**config.mk**
```make
export PLATFORM = sky130hd
export DESIGN_NAME = imem_dmem_arbiter
export DESIGN_NICKNAME = d
export VERILOG_FILES = /design/src/rtl/mem_arb_pkg.sv /design/src/rtl/arb_timeout_counter.sv /design/src/rtl/imem_dmem_arbiter.sv
export SDC_FILE = /design/constraint.sdc
export NUM_CORES = 1
export LEC_CHECK = 0
export ABC_CLOCK_PERIOD_IN_PS = 4100
export BUFFER_PORTS_ARGS = -buffer_cell sky130_fd_sc_hd__buf_2
export CORE_ASPECT_RATIO = 1.4
export CORE_MARGIN = 2
export CORE_UTILIZATION = 49
export CTS_CLUSTER_DIAMETER = 80
export DETAILED_ROUTE_END_ITERATION = 16
export GPL_ROUTABILITY_DRIVEN = 0
export GPL_TIMING_DRIVEN = 0
export PLACE_DENSITY = 0.86
export SLEW_MARGIN = 20
export SYNTH_ARGS = -nofsm -noshare
export SYNTH_HDL_FRONTEND = slang
export SYNTH_HIERARCHICAL = 1
export SYNTH_SLANG_ARGS = --single-unit
export TNS_END_PERCENT = 20
```
**constraint.sdc**
```tcl
create_clock -name clk_i -period 4.1 [get_ports clk_i]
set_clock_uncertainty 0.1 [all_clocks]
set_input_delay 0.615 -clock clk_i [delete_from_list [all_inputs] [get_ports clk_i]]
set_output_delay 0.615 -clock clk_i [all_outputs]
set_load 0.01 [all_outputs]
```
**src/rtl/mem_arb_pkg.sv**
```systemverilog
// Shared types and constants for the IF/MEM memory arbiter.
package mem_arb_pkg;

   localparam int ARB_ADDR_W      = 32;
   localparam int ARB_DATA_W      = 32;
   localparam int ARB_BE_W        = ARB_DATA_W / 8;
   localparam int ARB_TIMEOUT_DEF = 64;

   // One transaction in flight at a time; REQ states drive the bus, RESP states wait.
   typedef enum logic [2:0] {
      ST_IDLE    = 3'd0,
      ST_IF_REQ  = 3'd1,
      ST_IF_RESP = 3'd2,
      ST_DM_REQ  = 3'd3,
      ST_DM_RESP = 3'd4
   } arb_state_e;

   // Request captured on entry to a REQ state and held until the grant.
   typedef struct packed {
      logic                  we;
      logic [ARB_BE_W-1:0]   be;
      logic [ARB_ADDR_W-1:0] addr;
      logic [ARB_DATA_W-1:0] wdata;
   } mem_req_t;

endpackage

```
**src/rtl/arb_timeout_counter.sv**
```systemverilog
// Counts cycles spent waiting for rvalid; hit is asserted once the count reaches TIMEOUT.
module arb_timeout_counter
   import mem_arb_pkg::*;
#(
   parameter int TIMEOUT = ARB_TIMEOUT_DEF
) (
   input  logic clk,
   input  logic rst,
   input  logic clr,
   input  logic en,
   output logic hit
);

   localparam int CNT_W = $clog2(TIMEOUT + 1);

   logic [CNT_W-1:0] count_r;

   // Wait counter: cleared on grant, advances in RESP, saturates at TIMEOUT.
   always_ff @(posedge clk) begin
      if (rst) begin
         count_r <= '0;
      end else if (clr) begin
         count_r <= '0;
      end else if (en && !hit) begin
         count_r <= count_r + CNT_W'(1);
      end else begin
         count_r <= count_r;
      end
   end

   assign hit = (count_r == CNT_W'(TIMEOUT));

endmodule

```
**src/rtl/imem_dmem_arbiter.sv**
```systemverilog
// Shares one handshaked single-port memory between instruction fetch and load/store.
// Data port has fixed priority; flushed fetch responses are silently dropped.
module imem_dmem_arbiter
   import mem_arb_pkg::*;
#(
   parameter int ADDR_W  = ARB_ADDR_W,
   parameter int DATA_W  = ARB_DATA_W,
   parameter int TIMEOUT = ARB_TIMEOUT_DEF
) (
   input  logic                clk_i,
   input  logic                rst_i,
   input  logic                if_req_i,
   input  logic [ADDR_W-1:0]   if_addr_i,
   output logic                if_ack_o,
   output logic [DATA_W-1:0]   if_rdata_o,
   input  logic                dm_req_i,
   input  logic                dm_we_i,
   input  logic [DATA_W/8-1:0] dm_be_i,
   input  logic [ADDR_W-1:0]   dm_addr_i,
   input  logic [DATA_W-1:0]   dm_wdata_i,
   output logic                dm_ack_o,
   output logic [DATA_W-1:0]   dm_rdata_o,
   input  logic                flush_i,
   output logic                mem_req_o,
   output logic                mem_we_o,
   output logic [DATA_W/8-1:0] mem_be_o,
   output logic [ADDR_W-1:0]   mem_addr_o,
   output logic [DATA_W-1:0]   mem_wdata_o,
   input  logic                mem_gnt_i,
   input  logic                mem_rvalid_i,
   input  logic [DATA_W-1:0]   mem_rdata_i,
   output logic                stall_if_o,
   output logic                stall_mem_o,
   output logic                err_o
);

   // The request register is a package struct, so its field widths come from the package.
   localparam int BE_W = DATA_W / 8;

   arb_state_e        state_r, state_s;
   mem_req_t          req_r, req_s;
   logic              drop_r, drop_s;
   logic              if_ack_r, if_ack_s;
   logic              dm_ack_r, dm_ack_s;
   logic              err_r, err_s;
   logic [DATA_W-1:0] if_rdata_r, if_rdata_s;
   logic [DATA_W-1:0] dm_rdata_r, dm_rdata_s;
   logic              timer_clr_s, timer_en_s, timer_hit_s;

   arb_timeout_counter #(.TIMEOUT(TIMEOUT)) u_timeout (
      .clk (clk_i),
      .rst (rst_i),
      .clr (timer_clr_s),
      .en  (timer_en_s),
      .hit (timer_hit_s)
   );

   // FSM state register.
   always_ff @(posedge clk_i) begin
      if (rst_i) begin
         state_r <= ST_IDLE;
      end else begin
         state_r <= state_s;
      end
   end

   // Next-state, request capture, drop tracking and response decode.
   always_comb begin
      state_s     = state_r;
      req_s       = req_r;
      drop_s      = drop_r;
      if_ack_s    = 1'b0;
      dm_ack_s    = 1'b0;
      err_s       = 1'b0;
      if_rdata_s  = if_rdata_r;
      dm_rdata_s  = dm_rdata_r;
      timer_clr_s = 1'b0;
      timer_en_s  = 1'b0;
      case (state_r)
         ST_IDLE: begin
            // A port in its ack cycle is not re-granted: its req is still the old one.
            if (dm_req_i && !dm_ack_r) begin
               state_s     = ST_DM_REQ;
               req_s.we    = dm_we_i;
               req_s.be    = dm_be_i;
               req_s.addr  = dm_addr_i;
               req_s.wdata = dm_wdata_i;
            end else if (if_req_i && !if_ack_r) begin
               state_s     = ST_IF_REQ;
               req_s.we    = 1'b0;
               req_s.be    = {BE_W{1'b1}};
               req_s.addr  = if_addr_i;
               req_s.wdata = {DATA_W{1'b0}};
            end else begin
               state_s = ST_IDLE;
            end
         end
         ST_IF_REQ: begin
            if (flush_i) begin
               drop_s = 1'b1;
            end else begin
               drop_s = drop_r;
            end
            if (mem_gnt_i) begin
               state_s     = ST_IF_RESP;
               timer_clr_s = 1'b1;
            end else begin
               state_s = ST_IF_REQ;
            end
         end
         ST_IF_RESP: begin
            timer_en_s = 1'b1;
            if (mem_rvalid_i) begin
               state_s = ST_IDLE;
               drop_s  = 1'b0;
               // A flush arriving with the response still kills it.
               if (drop_r || flush_i) begin
                  if_ack_s = 1'b0;
               end else begin
                  if_ack_s   = 1'b1;
                  if_rdata_s = mem_rdata_i;
               end
            end else if (timer_hit_s) begin
               state_s = ST_IDLE;
               err_s   = 1'b1;
               drop_s  = 1'b0;
            end else if (flush_i) begin
               drop_s = 1'b1;
            end else begin
               drop_s = drop_r;
            end
         end
         ST_DM_REQ: begin
            if (mem_gnt_i) begin
               state_s     = ST_DM_RESP;
               timer_clr_s = 1'b1;
            end else begin
               state_s = ST_DM_REQ;
            end
         end
         ST_DM_RESP: begin
            timer_en_s = 1'b1;
            if (mem_rvalid_i) begin
               state_s  = ST_IDLE;
               dm_ack_s = 1'b1;
               if (req_r.we) begin
                  dm_rdata_s = {DATA_W{1'b0}};
               end else begin
                  dm_rdata_s = mem_rdata_i;
               end
            end else if (timer_hit_s) begin
               state_s = ST_IDLE;
               err_s   = 1'b1;
            end else begin
               state_s = ST_DM_RESP;
            end
         end
         default: begin
            state_s = ST_IDLE;
         end
      endcase
   end

   // Registered request, drop flag and requester-facing outputs.
   always_ff @(posedge clk_i) begin
      if (rst_i) begin
         req_r      <= '0;
         drop_r     <= 1'b0;
         if_ack_r   <= 1'b0;
         dm_ack_r   <= 1'b0;
         err_r      <= 1'b0;
         if_rdata_r <= {DATA_W{1'b0}};
         dm_rdata_r <= {DATA_W{1'b0}};
      end else begin
         req_r      <= req_s;
         drop_r     <= drop_s;
         if_ack_r   <= if_ack_s;
         dm_ack_r   <= dm_ack_s;
         err_r      <= err_s;
         if_rdata_r <= if_rdata_s;
         dm_rdata_r <= dm_rdata_s;
      end
   end

   assign mem_req_o   = (state_r == ST_IF_REQ) || (state_r == ST_DM_REQ);
   assign mem_we_o    = req_r.we;
   assign mem_be_o    = req_r.be;
   assign mem_addr_o  = req_r.addr;
   assign mem_wdata_o = req_r.wdata;
   assign if_ack_o    = if_ack_r;
   assign dm_ack_o    = dm_ack_r;
   assign if_rdata_o  = if_rdata_r;
   assign dm_rdata_o  = dm_rdata_r;
   assign err_o       = err_r;
   assign stall_if_o  = if_req_i & ~if_ack_r;
   assign stall_mem_o = dm_req_i & ~dm_ack_r;

endmodule

```
# [Word-level counts from Yosys, hierarchy flattened]
# Index checks and enable logic that the tools add are counted.
[word_totals] ff_bits=147 inputBits=140 output_inout_bits=139 word_cells=70
[op_classes] addsub=1 eq_ne=6 muxes=22 bitwise=9 reduce_logical=20
[ops] operator="$mux W69" count=2
[ops] operator="$mux W32" count=1
[ops] operator="$mux W3" count=5
[ops] operator="$pmux W3 S5" count=1
[ops] operator="$mux W1" count=10
[ops] operator="$reduce_or A2 Y1" count=4
[ops] operator="$add A7 B1 Y7 const B" count=1
[ops] operator="$eq A7 B7 Y1 const B" count=1
[ops] operator="$not A1 Y1" count=7
[ops] operator="$eq A3 B2 Y1 const B" count=2
[ops] operator="$reduce_or A3 Y1" count=2
[ops] operator="$mux W2" count=2
[ops] operator="$reduce_and A2 Y1" count=2
[ops] operator="$reduce_bool A2 Y1" count=2
[ops] operator="$eq A3 B1 Y1 const B" count=1
[ops] operator="$eq A3 B3 Y1 const B" count=1
[ops] operator="$logic_and A1 B1 Y1" count=3
[ops] operator="$logic_not A1 Y1" count=3
[ops] operator="$logic_not A3 Y1" count=1
[ops] operator="$ne A3 B2 Y1 const B" count=1
[ops] operator="$reduce_and A3 Y1" count=1
[ops] operator="$and A1 B1 Y1" count=2
[ops] operator="$logic_or A1 B1 Y1" count=2
[ops] operator="$pmux W1 S2" count=1

# [Longest topological paths before layout]
# Gate-level depths: netlist (run 1).
[depth] word_depth=5 ltp_mapped=8 ltp_nobuf=7

# [Modules after synthesis]
# The synthesis (run 1) kept the hierarchy.
[modules_own_cells] module="imem_dmem_arbiter" n_inst=1 cells_each=562 area_each_um2=5222.5 seq_area_each_um2=2802.7
[modules_own_cells] module="arb_timeout_counter" n_inst=1 cells_each=42 area_each_um2=351.6 seq_area_each_um2=140.1

# [Worst setup path before layout (run 1)]
# No wires, ideal clock.
[synth_path] path_kind="input -> output" start="in dm_req_i" end="out stall_mem_o" t_arrival_ps=1148 t_required_ps=3385 slack_ps=2237 stages=5 cell_sequence="nand2b_1 -> buf_4 -> inv_2 -> buf_6 -> buf_2"
[synth_between] elab_chain_len=1
[synth_rtl] item="start, declared" line_no="imem_dmem_arbiter.sv:16" source="input logic dm_req_i,"
[synth_rtl] item="$and A1 B1 Y1" line_no="imem_dmem_arbiter.sv:196" source="assign stall_mem_o = dm_req_i & ~dm_ack_r;"
[synth_rtl] item="end, declared" line_no="imem_dmem_arbiter.sv:33" source="output logic stall_mem_o,"
# Every way passes these cells.

# [Final worst setup path (run 1)]
[layout_path] start="reg dm_ack_r (netlist: dm_ack_o)" end="out stall_mem_o"
[layout_between] elab_chain_len=2
[layout_rtl] item="start, declared" line_no="imem_dmem_arbiter.sv:44" source="logic dm_ack_r, dm_ack_s;"
[layout_rtl] item="start signal, assigned" line_no="imem_dmem_arbiter.sv:178" source="dm_ack_r <= dm_ack_s;"
[layout_rtl] item="$not A1 Y1" line_no="imem_dmem_arbiter.sv:196"
[layout_rtl] item="$and A1 B1 Y1" line_no="imem_dmem_arbiter.sv:196"
# Every way passes these cells.

==> impl_metrics.tcl, run 1 <==
set metrics [dict create \
    run_status "completed" \
    row_count 46 \
    peakVddDrop_v 0.000285 \
    yosysTopAreaCellShare_pct 52.8 \
    grt_pass1_wl_um 25100 \
    min_period_over_period_pct 56.9 \
    firstDrtPassIters 4 \
    ys_seq_elements 147 \
    synth_area_per_cell_um2 9.23 \
    cap_violations 0 \
    overflow 0 \
    r2r_setup_slack_ns 2.11 \
    r2r-end "state_r[1]$_SDFFE_PP0P_" \
    clk_latency_ns 0.41 \
    io_pins 279 \
    crit_path_frequent_cell "buf_2" \
    whs_ns 0.321 \
    drc 0 \
    core_mm2 0.0112 \
    die_area_mm2 0.0123 \
    post_cts_resized 0 \
    initial_core_util_pct 49.7 \
    hold_buffers 0 \
    cellLeakagePower_nw 3.69 \
    port_buffers 278 \
    wl_per_cell_um 15.6 \
    grt_pass1_vias 5174 \
    ys_warn_count 6 \
    clock_sinks 147 \
    synth.net_count 746 \
    wl_met2_um 8410 \
    setup_ws_ns 1.77 \
    setup_violations 0 \
    cts_root_buf "clkbuf_16" \
    synth-async-reset-ratio_pct 0 \
    grt_antenna_before_repair 1 \
    synth_cell_types 42 \
    place_hpwl_um 12700 \
    rsz0062_at_grt "false" \
    yosysSeqAreaShare_pct 52.8 \
    routed.top_layer "met4" \
    cp.required_ns 3.38 \
    hold_end "dm_rdata_o[19]$_SDFFE_PP0P_" \
    place_ws_ns 1.86 \
    max_freq_mhz 428 \
    post_cts_buffers 0 \
    cp-end-kind "output port" \
    r2r-start "u_timeout/count_r[0]$_SDFFE_PP0P_" \
    synthCells 604 \
    synth_area_leaders "dfxtp_1 (53%), nand2_1 (9.2%), nor2_1 (5.7%), a311oi_2 (5.4%), a22o_1 (5.0%)" \
    die_h_um 130 \
    hold_class "primary input to flip-flop" \
    critPathKind "flip-flop to output port" \
    synth_largest_area_cell "dfxtp_1" \
    layout.nets 1043 \
    grtUsageTotal_pct 26.1 \
    place_area_mm2 0.00715 \
    synthTopCellsByCount "dfxtp_1 (147), nand2_1 (137), nor2_1 (85)" \
    h-tree-depth 4 \
    cts_tree "yes" \
    slowest_stage "dfxtp_1" \
    timing.setup.tns_ns 0 \
    wirelength_met1_um 6160 \
    whs_path_depth 2 \
    nFillCells 884 \
    r2r_cells 7 \
    grt_max_degree 17 \
    cp_max_fo 10 \
    start_kind "flip-flop" \
    drive_gt1_share_pct 40.0 \
    hold_viol_final 0 \
    multiInputGateArea_mm2 0.00233 \
    power_density_mw_per_mm2 496 \
    max_stage_delay_ns 0.30 \
    drt_iter0_markers 187 \
    fin_crit_ns 2.33 \
    synth_area_mm2 0.00557 \
    final_cell_area_mm2 0.00777 \
    critPathLaunch "dm_ack_o$_SDFF_PP0_" \
    cts_buffers 17 \
    arrival_ns 1.62 \
    min_from "mem_rdata_i[19]" \
    cts_buffer_depth 2 \
    syn2layout_area_growth_pct 39.4 \
    via_per_inst 5.17 \
    report.final.slew_viol_count 0 \
    worstMarginPinSlew_ns 0.688 \
    clkSlewWorstSetupHoldPaths_ns 0.06 \
    vias 5462 \
    synthFlopType "dfxtp_1" \
    drtAntennaViolNets 0 \
    path_cells "nand2b_1, buf_4, inv_2, buf_6, buf_2, buf_2" \
    synth_most_common_cell "dfxtp_1" \
    slew_headroom_pct 54.2 \
    routed_wl_um 16500 \
    die_w_um 94.1 \
    synth-edff-count 0 \
    route.met3.wl_um 1460 \
    regArea_mm2 0.00294 \
]
==> worst max path at each step <==
stage | endpoint | slack (ns) | cells after the start
finish | stall_mem_o | 1.77 | 6
global route | stall_mem_o | 1.68 | 6
CTS | stall_mem_o | 1.75 | 6
detailed placement | stall_mem_o | 1.86 | 7
global placement | stall_mem_o | 1.85 | 7
floorplan | stall_mem_o | 2.24 | 5
==> where the power goes <==
part	internal (mW)	total (mW)	switching, mW
logic	0.269	0.634	0.366
registers	1.53	1.58	0.0528
clock network	1.03	1.64	0.605
==> flip-flops by register name, summed over array words and instances (netlist names) <==
| name | count |
|---|---|
| mem_wdata_o | 32 |
| mem_we_o | 1 |
| if_rdata_o | 32 |
| dm_ack_o | 1 |
| mem_be_o | 4 |
| drop_r | 1 |
| if_ack_o | 1 |
| err_o | 1 |
| dm_rdata_o | 32 |
| state_r | 3 |
| u_timeout/count_r | 7 |
| mem_addr_o | 32 |
==> cell usage in the layout, fill, tap and decap left out, types with 2 or more instances in the layout <==
cell type,instances
xnor2_1,3
clkbuf_1,16
o22ai_1,5
nand2_1,137
buf_4,8
mux2i_1,2
a22o_1,32
nor2b_1,2
buf_2,294
or3_1,2
clkinv_4,4
nand2b_1,2
clkinv_2,2
ha_1,2
and3_1,2
bufinv_16,4
a311oi_2,20
o21ai_0,3
a21oi_1,35
a311oi_1,12
clkbuf_16,17
nor3b_1,2
a211oi_1,2
inv_1,3
and2_1,2
nand4_1,4
a22oi_1,33
nor3_4,2
buf_6,7
nor2_1,85
xor2_1,2
dfxtp_1,147
buf_1,3
==> critical path: cells and delay by family (launching register included) <==
family / cells / cell delay [ns]
and+or+nand+nor: 1 / 0.15
DFF: 1 / 0.30
buffers and inverters: 5 / 0.76
==> layout make-up <==
cell class / instances / area share (%)
Sequential cell: 147 / 37.9
Multi-Input combinational cell: 403 / 29.9
Timing Repair Buffer: 278 / 17.9
Clock buffer: 18 / 5.65
Buffer: 50 / 3.74
Clock inverter: 12 / 2.34
Tap cell: 144 / 2.32
Inverter: 4 / 0.193
Antenna cell: 1 / 0.0322
==> metrics by stage <==
stage	power, mW	std cells	utilization [%]
floorplan	1.99	604	-
global placement	2.23	1026	63.7
detailed placement	2.24	1026	63.7
CTS	3.87	1056	69.2
global route	4.01	1057	69.2
finish	3.85	1057	69.2
==> layer usage <==
metal,GRT usage (%),vias to the layer above
met5,0,-
met4,11.8,0
met3,9.24,28
met2,46.8,212
met1,27.1,2520
li1,-,2702
==> cells by family (layout without fill, tap and decap cells) <==
family          Yosys count  after routing  share of synthesized area [%]
other cells               0              1                              0
buf+inv                  54            362                           5.48
fa+ha+maj                 2              2                          0.449
compound gates          147            147                           21.7
simple gates            247            247                           18.4
flops                   147            147                           52.8
mux                       2              2                          0.359
xor+xnor                  5              5                          0.786
(Power assumes the default switching activity.)
==> run 2, diff against run 1 <==
ABC_AREA = 1   (was not set)
ABC_CLOCK_PERIOD_IN_PS = 2300   (was 4100)
CORE_UTILIZATION = 46   (was 49)
PLACE_DENSITY = 0.8   (was 0.86)
clock period = 2.3 ns   (was 4.1 ns; I/O delays follow)
==> impl_metrics.tcl, run 2 <==
set metrics [dict create \
    synth_area_leaders "dfxtp_1 (50%), nand2_1 (13%), nor2_1 (9.8%), o21ai_0 (8.0%), nand3_1 (3.2%)" \
    grt_pass1_vias 5843 \
    synth-edff-count 0 \
    clkSlewWorstSetupHoldPaths_ns 0.06 \
    cp_max_fo 10 \
    place_hpwl_um 13100 \
    worstMarginPinSlew_ns 0.641 \
    synthTopCellsByCount "nand2_1 (208), nor2_1 (154), dfxtp_1 (147)" \
    cts_root_buf "clkbuf_16" \
    die_area_mm2 0.0137 \
    post_cts_buffers 0 \
    cts_tree "yes" \
    min_period_over_period_pct 84.2 \
    p_total_mw 6.97 \
    core_mm2 0.0124 \
    cp.required_ns 1.86 \
    drtAntennaViolNets 0 \
    hold_end "mem_wdata_o[19]$_SDFFE_PP0P_" \
    min_from "dm_wdata_i[19]" \
    grtUsageTotal_pct 24.7 \
    hold_buffers 0 \
    pwr-share-comb_pct 16.4 \
    whs_path_depth 3 \
    cap_violations 0 \
    seqPwrFrac_pct 40.5 \
    drive_gt1_share_pct 34.0 \
    yosysTopAreaCellShare_pct 49.9 \
    overflow 0 \
    clock_sinks 147 \
    initial_core_util_pct 47.4 \
    die_w_um 99.7 \
    slew_headroom_pct 57.3 \
    synth-async-reset-ratio_pct 0 \
    synthCells 804 \
    grt_pass1_wl_um 26900 \
    timing.setup.tns_ns 0 \
    grt_max_degree 17 \
    synth_cell_types 29 \
    cp-end-kind "output port" \
    row_count 48 \
    place_ws_ns 0.468 \
    synthFlopType "dfxtp_1" \
    drc 0 \
    arrival_ns 1.49 \
    peakVddDrop_v 0.000461 \
    r2r_cells 7 \
    synth_area_per_cell_um2 7.33 \
    synth_most_common_cell "nand2_1" \
    swShare_pct 27.7 \
    io_pins 279 \
    r2r_setup_slack_ns 0.49 \
    port_buffers 278 \
    cts_buffer_depth 2 \
    clkPwrFrac_pct 43.1 \
    ys_warn_count 6 \
    cts_buffers 17 \
    hold_class "primary input to flip-flop" \
    rsz0062_at_grt "false" \
    critPathLaunch "dm_ack_o$_SDFF_PP0_" \
    cellLeakagePower_nw 4.11 \
    drt_iter0_markers 181 \
    yosysSeqAreaShare_pct 49.9 \
    power_density_mw_per_mm2 859 \
    firstDrtPassIters 5 \
    whs_ns 0.0819 \
    max_freq_mhz 516 \
    h-tree-depth 4 \
    r2r-start "dm_ack_o$_SDFF_PP0_" \
    syn2layout_area_growth_pct 37.7 \
    vias 6205 \
    r2r-end "mem_addr_o[6]$_SDFFE_PP0P_" \
    layout_commonest_cell "buf_2" \
    post_cts_resized 0 \
    p_int_mw 5.04 \
    die_h_um 138 \
    run_status "completed" \
    layout.cells.non_filler 1265 \
    synth_largest_area_cell "dfxtp_1" \
    critPathKind "flip-flop to output port" \
    report.final.slew_viol_count 0 \
    synth_area_mm2 0.00589 \
    synth.net_count 946 \
    fin_crit_ns 1.94 \
    grt_antenna_before_repair 0 \
    ys_seq_elements 147 \
    wl_per_cell_um 13.6 \
    hold_viol_final 0 \
    setup_ws_ns 0.363 \
    via_per_inst 4.91 \
    start_kind "flip-flop" \
    dp.cells 1232 \
    clk_latency_ns 0.41 \
    routed_wl_um 17300 \
    power_switching_mw 1.93 \
    layout.nets 1243 \
    mostFrequentLayoutCells "buf_2 (289), nand2_1 (208), nor2_1 (154)" \
    setup_violations 0 \
]
run 2: cell types whose count changed after synthesis, moves of 9 or more:
cell / change
o21ai_0: +91
a311oi_1: -12
o21ai_1: +9
a22oi_1: -33
nor2_1: +69
a21oi_2: +10
inv_1: +17
nand2_1: +71
a311oi_2: -20
a22o_1: -32
nand2_2: +14
nand3_1: +38
run 2: cells by family after synthesis:
kind of cell	count (synthesis)	synth area share [%]
AO/OA/AOI/OAI	144	13.0
XOR/XNOR	2	0.297
adder cells (fa/ha/maj)	2	0.425
buffers and inverters	78	6.24
flip-flops	147	49.9
AND/OR/NAND/NOR	431	30.1
run 2: how the worst max path moves through the flow:
stage / to / slack (ns) / cells after the start
global placement: mem_addr_o[1]$_SDFFE_PP0P_ / 0.48 / 6
floorplan: state_r[2]$_SDFFE_PP0P_ / 0.63 / 9
detailed placement: mem_be_o[3]$_SDFFE_PP0P_ / 0.47 / 6
CTS: stall_mem_o / 0.33 / 3
finish: stall_mem_o / 0.36 / 3
global route: stall_mem_o / 0.30 / 3
run 2: power by group through the flow:
stage | clock network, mW | logic [mW] | registers, mW
after floorplan | 0 | 0.591 | 2.96
after global placement | 0 | 1.13 | 2.87
after detailed placement | 0 | 1.15 | 2.88
after CTS | 3.05 | 1.15 | 2.82
after global routing | 3.15 | 1.28 | 2.85
final | 3.00 | 1.14 | 2.82
run 2: area by class of cell:
class / instances / area [um^2]
plain buffers: 49 / 259
clock buffers: 17 / 425
inverters: 29 / 109
multi-input cells: 579 / 2580
diodes: 1 / 2.50
fillers: 1110 / 4310
repair buffers: 278 / 1390
flip-flops and latches: 147 / 2940
clock inverters: 15 / 218
well taps: 150 / 188
run 2: critical path: stages, from the launching register on:
cell	delay, ns
dfxtp_1	0.38
nor2_4	0.28
buf_2	0.27
buf_2	0.16
run 2: stage by stage:
stage	cell area, um^2	util, %
floorplan	5890	-
global placement	7470	60.1
detailed placement	7470	60.1
CTS	8120	65.3
global route	8120	65.3
finish	8120	65.3
run 2: metal layers:
metal | GRT usage [%] | part of all wire (%) | up-vias | routed length (um)
met2 | 43.7 | 50 | 255 | 8620
met1 | 27.8 | 40 | 2747 | 6930
met4 | 10.8 | 3.3 | 0 | 572
li1 | - | - | 3161 | -
met5 | 0 | 0 | - | 0
met3 | 6.65 | 6.6 | 42 | 1140
==> run 3, diff against run 2 <==
ABC_CLOCK_PERIOD_IN_PS = 1920   (was 2300)
clock period = 1.92 ns   (was 2.3 ns; I/O delays follow)
==> impl_metrics.tcl, run 3 (synthesis results as in run 2) <==
set metrics [dict create \
    run_status "completed" \
    drtAntennaViolNets 0 \
    crit_path_frequent_cell "buf_2" \
    critPathLaunch "dm_ack_o$_SDFF_PP0_" \
    cp-endpoint "stall_mem_o" \
    cp.required_ns 1.53 \
    row_count 48 \
    max_stage_delay_ns 0.38 \
    grtUsageTotal_pct 24.7 \
    cts_buffer_depth 2 \
    port_buffers 278 \
    drive_gt1_share_pct 34.2 \
    report.final.slew_viol_count 0 \
    die_h_um 138 \
    whs_path_depth 3 \
    cellLeakagePower_nw 4.12 \
    grt_antenna_before_repair 0 \
    die_w_um 99.7 \
    clk_latency_ns 0.41 \
    cp.buffers_inverters 2 \
    clkSlewWorstSetupHoldPaths_ns 0.07 \
    layout_commonest_cell "buf_2" \
    mostFrequentLayoutCells "buf_2 (289), nand2_1 (208), nor2_1 (154)" \
    firstDrtPassIters 5 \
    cts_root_buf "clkbuf_16" \
    min_period_over_period_pct 97.8 \
    hold_viol_final 0 \
    grt_pass1_wl_um 26900 \
    hold_class "primary input to flip-flop" \
    r2r_setup_slack_ns 0.13 \
    core_mm2 0.0124 \
    slowest_stage "dfxtp_1" \
    arrival_ns 1.49 \
    routed_wl_um 17300 \
    place_hpwl_um 13100 \
    vias 6207 \
    path_cells "nor2_4, buf_2, buf_2" \
    cp_max_fo 10 \
    fin_crit_ns 1.88 \
    cts_tree "yes" \
    slew_headroom_pct 56.8 \
    cp.depth 3 \
    drc 0 \
    whs_ns 0.0219 \
    io_pins 279 \
    layout.nets 1243 \
    cap_violations 0 \
    overflow 0 \
    grt_max_degree 17 \
    via_per_inst 4.91 \
    drt_iter0_markers 174 \
    clock_sinks 147 \
    wl_per_cell_um 13.7 \
    timing.setup.tns_ns 0 \
    start_kind "flip-flop" \
    critPathKind "flip-flop to output port" \
    cp-end-kind "output port" \
    worstMarginPinSlew_ns 0.648 \
    rsz0062_at_grt "true" \
    r2r-start "dm_ack_o$_SDFF_PP0_" \
    critPathTopFamily "buffers and inverters" \
    peakVddDrop_v 0.000553 \
    h-tree-depth 4 \
    initial_core_util_pct 47.4 \
    hold_buffers 0 \
    syn2layout_area_growth_pct 37.8 \
    setup_violations 0 \
    die_area_mm2 0.0137 \
    power_density_mw_per_mm2 1030 \
    max_freq_mhz 532 \
    r2r-end "mem_addr_o[6]$_SDFFE_PP0P_" \
    r2r_cells 7 \
    grt_pass1_vias 5843 \
    cts_buffers 17 \
]
## run 3: cell counts in the layout (fill, tap and decap cells not counted)
No cell type changed its count.
## run 3: final cells by class
class,instances,area [um^2]
diodes,1,2.50
plain buffers,49,260
clock buffers,17,425
clock inverters,15,218
fillers,1108,4310
inverters,29,109
multi-input cells,579,2580
flip-flops and latches,147,2940
well taps,150,188
repair buffers,278,1390
## run 3: worst min path at each step
stage                                 from                            to
2_1_floorplan                    mem_gnt_i       state_r[2]$_SDFFE_PP0P_
3_3_place_gp      mem_be_o[1]$_SDFFE_PP0P_      mem_be_o[1]$_SDFFE_PP0P_
3_5_place_dp   mem_wdata_o[8]$_SDFFE_PP0P_   mem_wdata_o[8]$_SDFFE_PP0P_
4_1_cts                     dm_wdata_i[19]  mem_wdata_o[19]$_SDFFE_PP0P_
5_1_grt                     dm_wdata_i[19]  mem_wdata_o[19]$_SDFFE_PP0P_
6_report                    dm_wdata_i[19]  mem_wdata_o[19]$_SDFFE_PP0P_
## run 3: power by group
group	switching [mW]	internal [mW]
Clock	1.39	2.22
Sequential	0.112	3.27
Combinational	0.825	0.546
## run 3: timing repair
| action | 4_1_cts | 5_1_grt |
|---|---|---|
| resized for setup | 0 | 3 |
| setup endpoints to repair | 0 | 19 |
| setup buffers | 0 | 0 |
## run 3: metal layers
layer  up-vias  routed length (um)  global-route usage [%]
met3        42                1120                    6.65
met5         -                   0                       0
met1      2754                7010                    27.8
met4         0                 573                    10.8
met2       246                8580                    43.7
li1       3165                   -                       -
## run 3: through the flow
step	worst slack (ns)	instance area, um^2	power (mW)	std cells	util, %
detailed placement	0.110	7470	4.82	1232	60.1
global route	-0.0392	8120	8.73	1264	65.3
CTS	0.0116	8120	8.42	1264	65.3
global placement	0.155	7470	4.80	1232	60.1
finish	0.0413	8120	8.37	1265	65.3
floorplan	0.253	5890	4.26	804	-
## run 3: worst min-delay path: cells and delay by family
family          cells  cell delay (ns)
compound gates      1             0.05
buf+inv             1             0.10
simple gates        1             0.05
